[src/rtl/flowreg_pack.sv]
`default_nettype none
// ===========================================================================
// Module   : flowreg_pack
// Purpose  : Width-up packer. Collects N consecutive upstream words of W bits
//            into one N*W-bit downstream word, with lane 0 in the LSBs.
//            Valid/ready handshakes on both sides. A new group may be
//            accepted on the same edge the previous packed word is consumed,
//            so a sustained stream gives one packed word every N cycles.
// Ports    : clk    - clock, rising edge
//            rst    - asynchronous reset, active low
//            d_u    - upstream word [W-1:0]
//            v_u    - upstream valid
//            r_u    - ready to upstream (= !v_d || r_d)
//            d_d    - packed word [N*W-1:0], lane i = d_d[i*W +: W]
//            v_d    - downstream valid
//            r_d    - downstream ready
//            flush  - (FLOWREG_PACK_FLUSH_EN only) present a partial group
//            n_d    - (FLOWREG_PACK_FLUSH_EN only) lanes holding data in d_d
// Macro    : FLOWREG_PACK_FLUSH_EN adds the flush input and n_d output.
// Revision : 1.0 - initial release
// ===========================================================================
module flowreg_pack #(
   parameter int W = 8,
   parameter int N = 4
) (
   input  logic             clk,
   input  logic             rst,
   input  logic [W-1:0]     d_u,
   input  logic             v_u,
   output logic             r_u,
   output logic [N*W-1:0]   d_d,
   output logic             v_d,
   input  logic             r_d
`ifdef FLOWREG_PACK_FLUSH_EN
   ,
   input  logic             flush,
   output logic [$clog2(N+1)-1:0] n_d
`endif
);

   // Lane counter needs at least one bit even when N = 1.
   localparam int            c_cnt_w = (N > 1) ? $clog2(N) : 1;
   localparam logic [c_cnt_w-1:0] c_last = c_cnt_w'(N - 1);

   logic [c_cnt_w-1:0] r_cnt;
   logic               r_vd;

   logic w_accept;
   logic w_consume;
   logic w_last;
   logic w_flush_fire;

   assign r_u       = !r_vd || r_d;
   assign w_accept  = v_u && r_u;
   assign w_consume = r_vd && r_d;
   assign w_last    = (r_cnt == c_last);

`ifdef FLOWREG_PACK_FLUSH_EN
   // Flush only matters when there is something to present: a partial
   // group already held, or a word arriving on this very edge.
   assign w_flush_fire = flush && ((r_cnt != '0) || w_accept);
`else
   assign w_flush_fire = 1'b0;
`endif

   // Lane counter: advances per accepted word, restarts on group end/flush.
   always_ff @(posedge clk or negedge rst) begin
      if (!rst) begin
         r_cnt <= '0;
      end else if (w_flush_fire) begin
         r_cnt <= '0;
      end else if (w_accept) begin
         r_cnt <= w_last ? '0 : r_cnt + c_cnt_w'(1);
      end
   end

   // Downstream valid. A completing accept or a flush wins over a consume,
   // which is what makes consume+accept on one edge lossless.
   always_ff @(posedge clk or negedge rst) begin
      if (!rst) begin
         r_vd <= 1'b0;
      end else if ((w_accept && w_last) || w_flush_fire) begin
         r_vd <= 1'b1;
      end else if (w_consume) begin
         r_vd <= 1'b0;
      end
   end

   assign v_d = r_vd;

   // Per-lane data registers. Lane i loads on an accept at cnt == i; an
   // accept into lane 0 zeroes every other lane so a short (flushed) group
   // never shows stale data from the previous group.
   for (genvar i = 0; i < N; i++) begin : g_lane
      localparam logic [c_cnt_w-1:0] c_idx = c_cnt_w'(i);
      logic [W-1:0] r_lane;

      always_ff @(posedge clk or negedge rst) begin
         if (!rst) begin
            r_lane <= '0;
         end else if (w_accept) begin
            if (r_cnt == c_idx) begin
               r_lane <= d_u;
            end else if (r_cnt == '0) begin
               r_lane <= '0;
            end
         end
      end

      assign d_d[i*W +: W] = r_lane;
   end

`ifdef FLOWREG_PACK_FLUSH_EN
   // n_d tracks how many lanes of d_d were written in the current group;
   // it therefore reads N for a full group and the partial count on flush.
   localparam int c_nd_w = $clog2(N + 1);
   logic [c_nd_w-1:0] r_nd;

   always_ff @(posedge clk or negedge rst) begin
      if (!rst) begin
         r_nd <= '0;
      end else if (w_accept) begin
         r_nd <= c_nd_w'(r_cnt) + c_nd_w'(1);
      end
   end

   assign n_d = r_nd;
`endif

endmodule
`default_nettype wire

[config.mk]
export PLATFORM = sky130hd
export DESIGN_NAME = flowreg_pack
export DESIGN_NICKNAME = d
export VERILOG_FILES = /design/src/rtl/flowreg_pack.sv
export SDC_FILE = /design/constraint.sdc
export NUM_CORES = 1
export LEC_CHECK = 0
export ABC_AREA = 1
export CORE_ASPECT_RATIO = 2
export CORE_MARGIN = 5
export CORE_UTILIZATION = 50
export CTS_BUF_LIST = sky130_fd_sc_hd__clkbuf_4 sky130_fd_sc_hd__clkbuf_8
export DETAILED_ROUTE_END_ITERATION = 10
export PLACE_DENSITY = 0.85
export SLEW_MARGIN = 20
export SYNTH_ARGS = -nofsm -noshare
export SYNTH_HDL_FRONTEND = slang
export SYNTH_SLANG_ARGS = --single-unit
[constraint.sdc]
create_clock -name clk -period 1.65 [get_ports clk]
set_input_delay 0.2475 -clock clk [delete_from_list [all_inputs] [get_ports clk]]
set_output_delay 0.2475 -clock clk [all_outputs]
set_load 0.1 [all_outputs]
# Word level (Yosys, flattened, before mapping)

Cells that the tools add are included.

Bits in registers: 35
Bits of input ports: 12
Output and inout port bits: 34
Word-level logic and storage cells: 31

Add/subtract/negate cells: 1
Equality and inequality tests: 3
Muxes and demuxes: 7
Reductions and logical operators: 14

Operators with widths:

| kind                                                 | number |
|---|---|
| 2-to-1 mux 8 bit                                     | 4 |
| AND reduction 2 bit                                  | 4 |
| nonzero test 2 bit                                   | 4 |
| equality test 2 bit (second input constant)          | 2 |
| logical AND 1 bit                                    | 3 |
| adder 2 x 1 -> 2 bit (second input constant)         | 1 |
| equality test 2 x 1 -> 1 bit (second input constant) | 1 |
| logical NOT 2 bit                                    | 1 |
| 2-to-1 mux 1 bit                                     | 2 |
| 2-to-1 mux 2 bit                                     | 1 |
| logical NOT 1 bit                                    | 1 |
| logical OR 1 bit                                     | 1 |

# Logic depth before layout (Yosys ltp)

Gate-level depths: netlist of the first run.

Depth in word-level cells: 5
Mapped depth: 8
Depth with buffers taken out: 7

# Worst setup path after synthesis of the first run

Ideal clock, no wire load.

Path kind: register to output
Start: register r_vd (netlist: v_d)
End: output port r_u
Data arrival time: 1.435 ns
Data required time: 1.402 ns
Setup slack: -0.032 ns
Stages on the path, launching flop included: 4
Buffers on the path: 2
Path through: dfrtp_1 > nand2_4 > buf_12 > buf_12

Cells in the longest elaborated chain, start to end: 2

RTL lines:

| what                     | RTL line | text |
|---|---|---|
| start: declaration       | 46       | `logic r_vd;` |
| start signal: assignment | 81       | `r_vd <= 1'b0;` |
| start signal: assignment | 83       | `r_vd <= 1'b1;` |
| start signal: assignment | 85       | `r_vd <= 1'b0;` |
| logical NOT 1 bit        | 53       | `assign r_u = !r_vd \|\| r_d;` |
| logical OR 1 bit         | 53       |  |
| end: declaration         | 30       | `output logic r_u,` |

Every way passes these cells.

# Final worst setup path of the first run

Ends and elaborated chain as after synthesis.

==> flow_summary.toml, run 1 <==
[finish]
layoutNonFillerInstCount = 267
antenna_cells = 0
layout.nets = 250
drive_gt1_share_pct = 26.0
area_growth_pct = 51.5

[setup_path]
critPathMaxStageDelay_ps = 440
cp_max_fo = 18
critPathRequiredTime_ps = 1400
setup.worst_path.end_class = "primary output"
worstPathCellList = "nand2_4 > buf_12"
worstPathArrival_ps = 1150
cp_slowest_cell = "dfrtp_2"
path_class = "reg -> out"
cp-start-kind = "flop"

[logic_synthesis]
ys_top_cells_by_area = "dfrtp_1 (51%), nand2_1 (17%), nand4_1 (12%), buf_12 (4.7%), ha_1 (2.9%)"
synth_edf_count = 0
postSynthAreaPerCell_um2 = 9.23
ys_async_sr_fraction_pct = 100
ys_types = 15
synth_top_area_share_pct = 51.3
yosys-top-cells-count = "nand2_1 (77), dfrtp_1 (35), nand4_1 (32), inv_1 (13)"
post-synth-top-count-cell = "nand2_1"
yosysTopAreaCell = "dfrtp_1"
synth-seq-cells = 35
mappedNetlistNets = 201
syn_area_um2 = 1710
synth_flop_cell = "dfrtp_1"
ys_warn_count = 0
syn-instance-count = 185
seq_area_frac_synth_pct = 51.3

[placed_design]
dp_hpwl_um = 3080
port_buffers = 45
numPlacedInstances = 259
gp_congestion = 0.842

[grt]
grt_pass1_wl_um = 6760
gr-total-overflow = 0
grt_max_degree = 38
track_usage_pct = 19.2
grt_pass1_vias = 1444
antenna_found_initial = 0

[cts]
cts_resized = 0
cts.htree.levels = 2
clock_path_buffers = 2
cts_tree = "yes"
numCtsBuffers = 5
clock_sinks = 35
cts_root_buffer = "clkbuf_8"
cts_setup_buffers = 0
clk_latency_ps = 290
clk_pin_slew_worst_paths_ps = 70
cts_hold_buf = 0

[status]
status = "complete, no violations"

[sta]
tightest_slew_ps = 423
slew-limit-headroom_pct = 71.8
min_period_ps = 1400
finalMaxSlewViolations = 0
rsz0062_at_grt = "no"
fin_skew_ps = 4.41
finalHoldViolations = 0
tns_ps = 0
period_share_pct = 84.7
whs_ps = 366
setup_viol = 0
fmax_mhz = 716

[detailed_routing]
drt-wirelength-per-cell_um = 15.3
drt_iter0_markers = 65
first_pass_iters = 4
finalWirelength_um = 4090
drc = 0
via_per_inst = 5.46
drt.antenna.violating_nets = 0
vias = 1458

[run]
max_cap_violations = 0

[floorplanning]
dieWidth_um = 51.3
coreArea_um2 = 3340
initial_core_util_pct = 51.1
die_area_um2 = 4750
ios = 46
rows = 30
die_y_um = 92.6

[min_path]
min_path_type = "in -> async"
-- placed cells by master (no fill, tap or decap) --
master | synthesis | final
buf_4 | 4 | 8
o21ai_0 | 3 | 3
dfrtp_2 | 0 | 1
clkdlybuf4s50_1 | 0 | 11
clkbuf_4 | 0 | 1
nand2_1 | 77 | 77
nand4_1 | 32 | 32
inv_2 | 2 | 2
nand3_4 | 2 | 2
ha_1 | 4 | 4
dfrtp_1 | 35 | 34
buf_12 | 4 | 35
nand3_2 | 2 | 2
nand2_4 | 2 | 2
clkbuf_8 | 0 | 7
inv_1 | 13 | 13
inv_4 | 1 | 1
-- worst paths after layout --
path	start	to	slack, ps	depth (start not counted)
setup / recovery	v_d$_DFFE_PN0P_	r_u	250	2
hold / removal	rst	g_lane[2].r_lane[1]$_DFFE_PN0P_	370	2
setup reg to reg	r_cnt[0]$_DFFE_PN0P_	g_lane[3].r_lane[6]$_DFFE_PN0P_	290	6
hold reg to reg	g_lane[0].r_lane[0]$_DFFE_PN0P_	g_lane[0].r_lane[0]$_DFFE_PN0P_	530	2
max in group asynchronous	rst	v_d$_DFFE_PN0P_	960	2
min in group clk	g_lane[0].r_lane[0]$_DFFE_PN0P_	g_lane[0].r_lane[0]$_DFFE_PN0P_	530	2
-- through the flow --
stage | cell area, µm² | util [%] | setup WS, ps
2_1_floorplan | 1710 | - | 260
3_3_place_gp | 2480 | 74.3 | 184
3_5_place_dp | 2480 | 74.3 | 131
4_1_cts | 2590 | 77.4 | 250
5_1_grt | 2590 | 77.4 | 191
6_report | 2590 | 77.4 | 253
-- worst max-delay path, delay by kind of cell, from the launching register on --
kind,cells,cell delay (ps)
flip-flops,1,440
buffers and inverters,1,210
AND/OR/NAND/NOR,1,200
-- sequential cells by signal, indices dropped and copies added, names as in the netlist --
signal and flops:
g_lane.r_lane 32, r_cnt 2, v_d 1
-- cells by family after synthesis --
| group | synth area share (%) |
|---|---|
| compound gates | 0.880 |
| fa+ha+maj | 2.93 |
| buf+inv | 11.7 |
| flops | 51.3 |
| simple gates | 33.2 |
-- area by class of cell --
cell class | instances | area (µm²)
Sequential cell | 35 | 877
Inverter | 16 | 62.6
Fill cell | 183 | 754
Clock buffer | 8 | 104
Tap cell | 32 | 40.0
Timing Repair Buffer | 54 | 871
Multi-Input combinational cell | 122 | 632
-- routing by layer --
layer	global-route usage, %	vias to the layer above	routed length (µm)
li1	-	703	-
met1	21.1	676	1450
met5	0	-	0
met4	10.3	0	155
met2	32.7	64	2230
met3	5.31	15	251
Power of run 1 is left out: the tool's default activity adds up to more than one toggle a clock period on the data nets, which glitch-free logic cannot reach.
==> run 2: changes to the inputs <==
==> constraint.sdc (replaced) <==
create_clock -name clk -period 1.3 [get_ports clk]
set_input_delay 0.195 -clock clk [delete_from_list [all_inputs] [get_ports clk]]
set_output_delay 0.195 -clock clk [all_outputs]
set_load 0.1 [all_outputs]
==> flow_summary.toml, run 2 (synthesis results as in run 1) <==
[status]
violations = "setup timing"
status = "finished with violations"

[sta]
tightest_slew_ps = 254
min_period_ps = 1330
worst_slack_ps = -30.5
finalHoldViolations = 0
slew-limit-headroom_pct = 83.0
period_share_pct = 102
setup_viol = 2
fin_skew_ps = 5.40
whs_ps = 270
rsz0062_at_grt = "yes"
finalMaxSlewViolations = 0
fmax_mhz = 752

[finish]
area_growth_pct = 59.8
layoutNonFillerInstCount = 278
layout.cells.most_common = "nand2_1"
final_cell_mix = "nand2_1 (76), buf_12 (38), dfrtp_1 (34), nand4_1 (32), buf_4 (14)"
antenna_cells = 0
layout.nets = 261
final_util_pct = 81.6
largest_register_ffs = 32
largest_register = "g_lane.r_lane"
drive_gt1_share_pct = 31.3

[placed_design]
post-place-ws_ps = -75.4
dp_hpwl_um = 3410
port_buffers = 45
gp_congestion = 0.866
numPlacedInstances = 266

[cts]
clock_sinks = 35
cts.htree.levels = 2
cts_hold_buf = 0
clk_pin_slew_worst_paths_ps = 70
clock_path_buffers = 2
cts_root_buffer = "clkbuf_8"
numCtsBuffers = 5
clk_latency_ps = 290
cts_tree = "yes"

[floorplanning]
dieWidth_um = 51.3
die_y_um = 92.6
rows = 30
ios = 46
coreArea_um2 = 3340
initial_core_util_pct = 51.1
die_area_um2 = 4750

[setup_path]
ff2ff_path_depth = 6
path_class = "reg -> out"
reg2reg_to = "g_lane[3].r_lane[1]$_DFFE_PN0P_"
setup.worst_path.end_class = "primary output"
cp_max_fo = 2
cp-start-kind = "flop"
critPathRequiredTime_ps = 1110
worstPathCellList = "nand2_4 > buf_12 > buf_12"
reg2reg_from = "v_d$_DFFE_PN0P_"
r2r_slack_ps = 0
critPathMaxStageDelay_ps = 490
worstPathArrival_ps = 1140
cp_slowest_cell = "dfrtp_4"
crit_top_cell = "buf_12"

[grt]
grt_max_degree = 36
grt_pass1_vias = 1627
gr-total-overflow = 0
antenna_found_initial = 0
track_usage_pct = 21.9
grt_pass1_wl_um = 7760

[detailed_routing]
drt-wirelength-per-cell_um = 17.2
drt.antenna.violating_nets = 0
drt_iter0_markers = 56
finalWirelength_um = 4770
via_per_inst = 5.64
vias = 1568
drc = 0
first_pass_iters = 4

[min_path]
min_path_type = "in -> async"

[run]
max_cap_violations = 0
run 2: cell count changes in the layout (fill, tap and decap cells not counted), moves of 2 or more:
cell | before | now
buf_4 | 8 | 14
ha_1 | 4 | 1
buf_12 | 35 | 38
clkbuf_8 | 7 | 5
buf_6 | 0 | 2
ha_2 | 0 | 3
nand3_4 | 2 | 4
nand3_2 | 2 | 0
run 2: how the worst max path moves through the flow:
stage | start | endpoint | slack [ps]
finish | v_d$_DFFE_PN0P_ | r_u | -30
global route | v_d$_DFFE_PN0P_ | g_lane[3].r_lane[1]$_DFFE_PN0P_ | -50
CTS | v_d$_DFFE_PN0P_ | r_u | -40
detailed placement | r_d | g_lane[0].r_lane[4]$_DFFE_PN0P_ | -80
global placement | r_d | g_lane[0].r_lane[4]$_DFFE_PN0P_ | -40
floorplan | v_d$_DFFE_PN0P_ | g_lane[0].r_lane[1]$_DFFE_PN0P_ | -1
run 2: worst max-delay path, delay by kind of cell (launching register included):
kind / cells / cell delay, ps
buf+inv: 2 / 270
flops: 1 / 490
simple gates: 1 / 90
run 2: timing repair:
item,CTS,global route
buffers inserted,4,0
endpoints found under the hold margin,0,0
setup endpoints to repair,2,32
pin swaps,1,1
gates resized for setup,0,9
run 2: routing by layer:
metal	GRT usage (%)	wire length (µm)	vias to the layer above
met3	4.67	253	15
met4	10.5	171	0
li1	-	-	724
met1	23.5	1710	766
met5	0	0	-
met2	39.2	2640	63
run 2: metrics by stage:
stage / TNS (ps) / instance area [µm²]
after floorplan: -10.8 / 1720
after global placement: -736 / 2560
after detailed placement: -1350 / 2560
after CTS: -38.9 / 2690
after global routing: -213 / 2730
final: -33.7 / 2730
run 2: cell type report:
class	instances	area, µm²
inverter	16	62.6
clock buffer	7	83.8
fill	183	614
tap	32	40.0
sequential	35	880
multi-input combinational	122	657
clock inverter	1	5.00
timing repair buffer	65	998
Power of run 2 is left out for the same reason.
==> run 3: changes to the inputs <==
--- a/config.mk
+++ b/config.mk
@@ -12,6 +12,7 @@
 export CTS_BUF_LIST = sky130_fd_sc_hd__clkbuf_4 sky130_fd_sc_hd__clkbuf_8
 export DETAILED_ROUTE_END_ITERATION = 10
 export PLACE_DENSITY = 0.85
+export REMOVE_ABC_BUFFERS = 1
 export SLEW_MARGIN = 20
 export SYNTH_ARGS = -nofsm -noshare
 export SYNTH_HDL_FRONTEND = slang
==> flow_summary.toml, run 3 (synthesis results as in run 1) <==
[grt]
antenna_found_initial = 0
grt_max_degree = 36
grt_pass1_vias = 1624
gr-total-overflow = 0
track_usage_pct = 22.7
grt_pass1_wl_um = 8090

[sta]
fin_skew_ps = 8.20
min_period_ps = 1260
finalMaxSlewViolations = 0
period_share_pct = 97.3
slew-limit-headroom_pct = 79.0
tightest_slew_ps = 314
setup_viol = 0
finalHoldViolations = 0
fmax_mhz = 791

[detailed_routing]
wl_met1_um = 1850
top_layer_used = "met4"
drc = 0
met2_length_um = 2910
wl_met3_um = 397
drt-wirelength-per-cell_um = 19.2
first_pass_iters = 4
drt.antenna.violating_nets = 0
vias = 1650
drt_iter0_markers = 83
via_per_inst = 5.87
finalWirelength_um = 5380

[placed_design]
dp_hpwl_um = 3390
place_area_um2 = 2560
port_buffers = 45
gp_congestion = 0.893

[cts]
cts.htree.levels = 2
clock_path_buffers = 2
cts_root_buffer = "clkbuf_8"
cts_hold_buf = 0
numCtsBuffers = 5
clock_sinks = 35
clk_pin_slew_worst_paths_ps = 70
cts_tree = "yes"
clk_latency_ps = 290

[setup_path]
cp_max_fo = 2
critPathRequiredTime_ps = 1110
setup.worst_path.end_class = "primary output"
path_class = "reg -> out"
r2r_slack_ps = 50
worstPathArrival_ps = 1070
cp-start-kind = "flop"

[finish]
area_growth_pct = 61.8
n_fill_cell = 157
antenna_cells = 0
multi_input_area_um2 = 667
largest_register_ffs = 32
final_cell_mix = "nand2_1 (76), buf_12 (36), dfrtp_1 (34), nand4_1 (32), buf_4 (20)"
seq_area_um2 = 877
largest_register = "g_lane.r_lane"
final_cell_area_um2 = 2760
layout.cells.most_common = "nand2_1"
drive_gt1_share_pct = 32.5
layout.nets = 264

[floorplanning]
die_area_um2 = 4750
die_y_um = 92.6
rows = 30
initial_core_util_pct = 51.1
coreArea_um2 = 3340
ios = 46
dieWidth_um = 51.3

[run]
max_cap_violations = 0

[min_path]
min_path_type = "in -> async"

[status]
status = "complete, no violations"
[run 3: changes by cell type in the layout (fill, tap and decap cells not counted), moves of 2 or more]
cell      before  now
buf_6          2    0
clkbuf_8       5    7
buf_4         14   20
buf_12        38   36
[run 3: stage by stage]
step | TNS [ps] | setup WS (ps) | hold WS [ps] | util [%] | instances
floorplan | -24300 | -724 | -101 | - | 173
global placement | -250 | -20.9 | 518 | 76.6 | 266
detailed placement | -1500 | -84.9 | 522 | 76.6 | 266
CTS | 0 | 0.247 | 275 | 81.3 | 280
global route | -33.3 | -12.0 | 292 | 82.7 | 281
finish | 0 | 35.5 | 266 | 82.7 | 281
[run 3: cell type report]
class,count,share of cell area [%]
Clock buffer,8,3.76
Timing Repair Buffer,68,36.6
Multi-Input combinational cell,122,24.2
Tap cell,32,1.45
Sequential cell,35,31.8
Inverter,16,2.27
[run 3: routing by layer]
| layer | up-vias | global-route usage, % |
|---|---|---|
| met5 | - | 0 |
| met4 | 0 | 9.19 |
| met3 | 27 | 4.99 |
| met2 | 96 | 40.2 |
| met1 | 797 | 25.6 |
| li1 | 730 | - |
[run 3: worst max-delay path: stages, from the launching register on]
cell,delay (ps)
dfrtp_2,430
nand2_4,80
buf_12,110
buf_16,160
[run 3: worst paths after layout]
check | startpoint | end | cells past startpoint
setup / recovery | v_d$_DFFE_PN0P_ | r_u | 3
hold / removal | rst | g_lane[2].r_lane[6]$_DFFE_PN0P_ | 2
setup reg to reg | r_cnt[1]$_DFFE_PN0P_ | g_lane[3].r_lane[3]$_DFFE_PN0P_ | 6
hold reg to reg | g_lane[1].r_lane[3]$_DFFE_PN0P_ | g_lane[1].r_lane[3]$_DFFE_PN0P_ | 2
max in group asynchronous | rst | v_d$_DFFE_PN0P_ | 2
min in group clk | g_lane[1].r_lane[3]$_DFFE_PN0P_ | g_lane[1].r_lane[3]$_DFFE_PN0P_ | 2
[run 3: what timing repair did]
| item | 4_1_cts | 5_1_grt |
|---|---|---|
| endpoints found under the hold margin | 0 | 0 |
| setup endpoints to repair | 2 | 35 |
| resized for setup | 2 | 9 |
| pin swaps | 1 | 0 |
| setup buffers | 6 | 1 |
Power of run 3 is left out for the same reason.
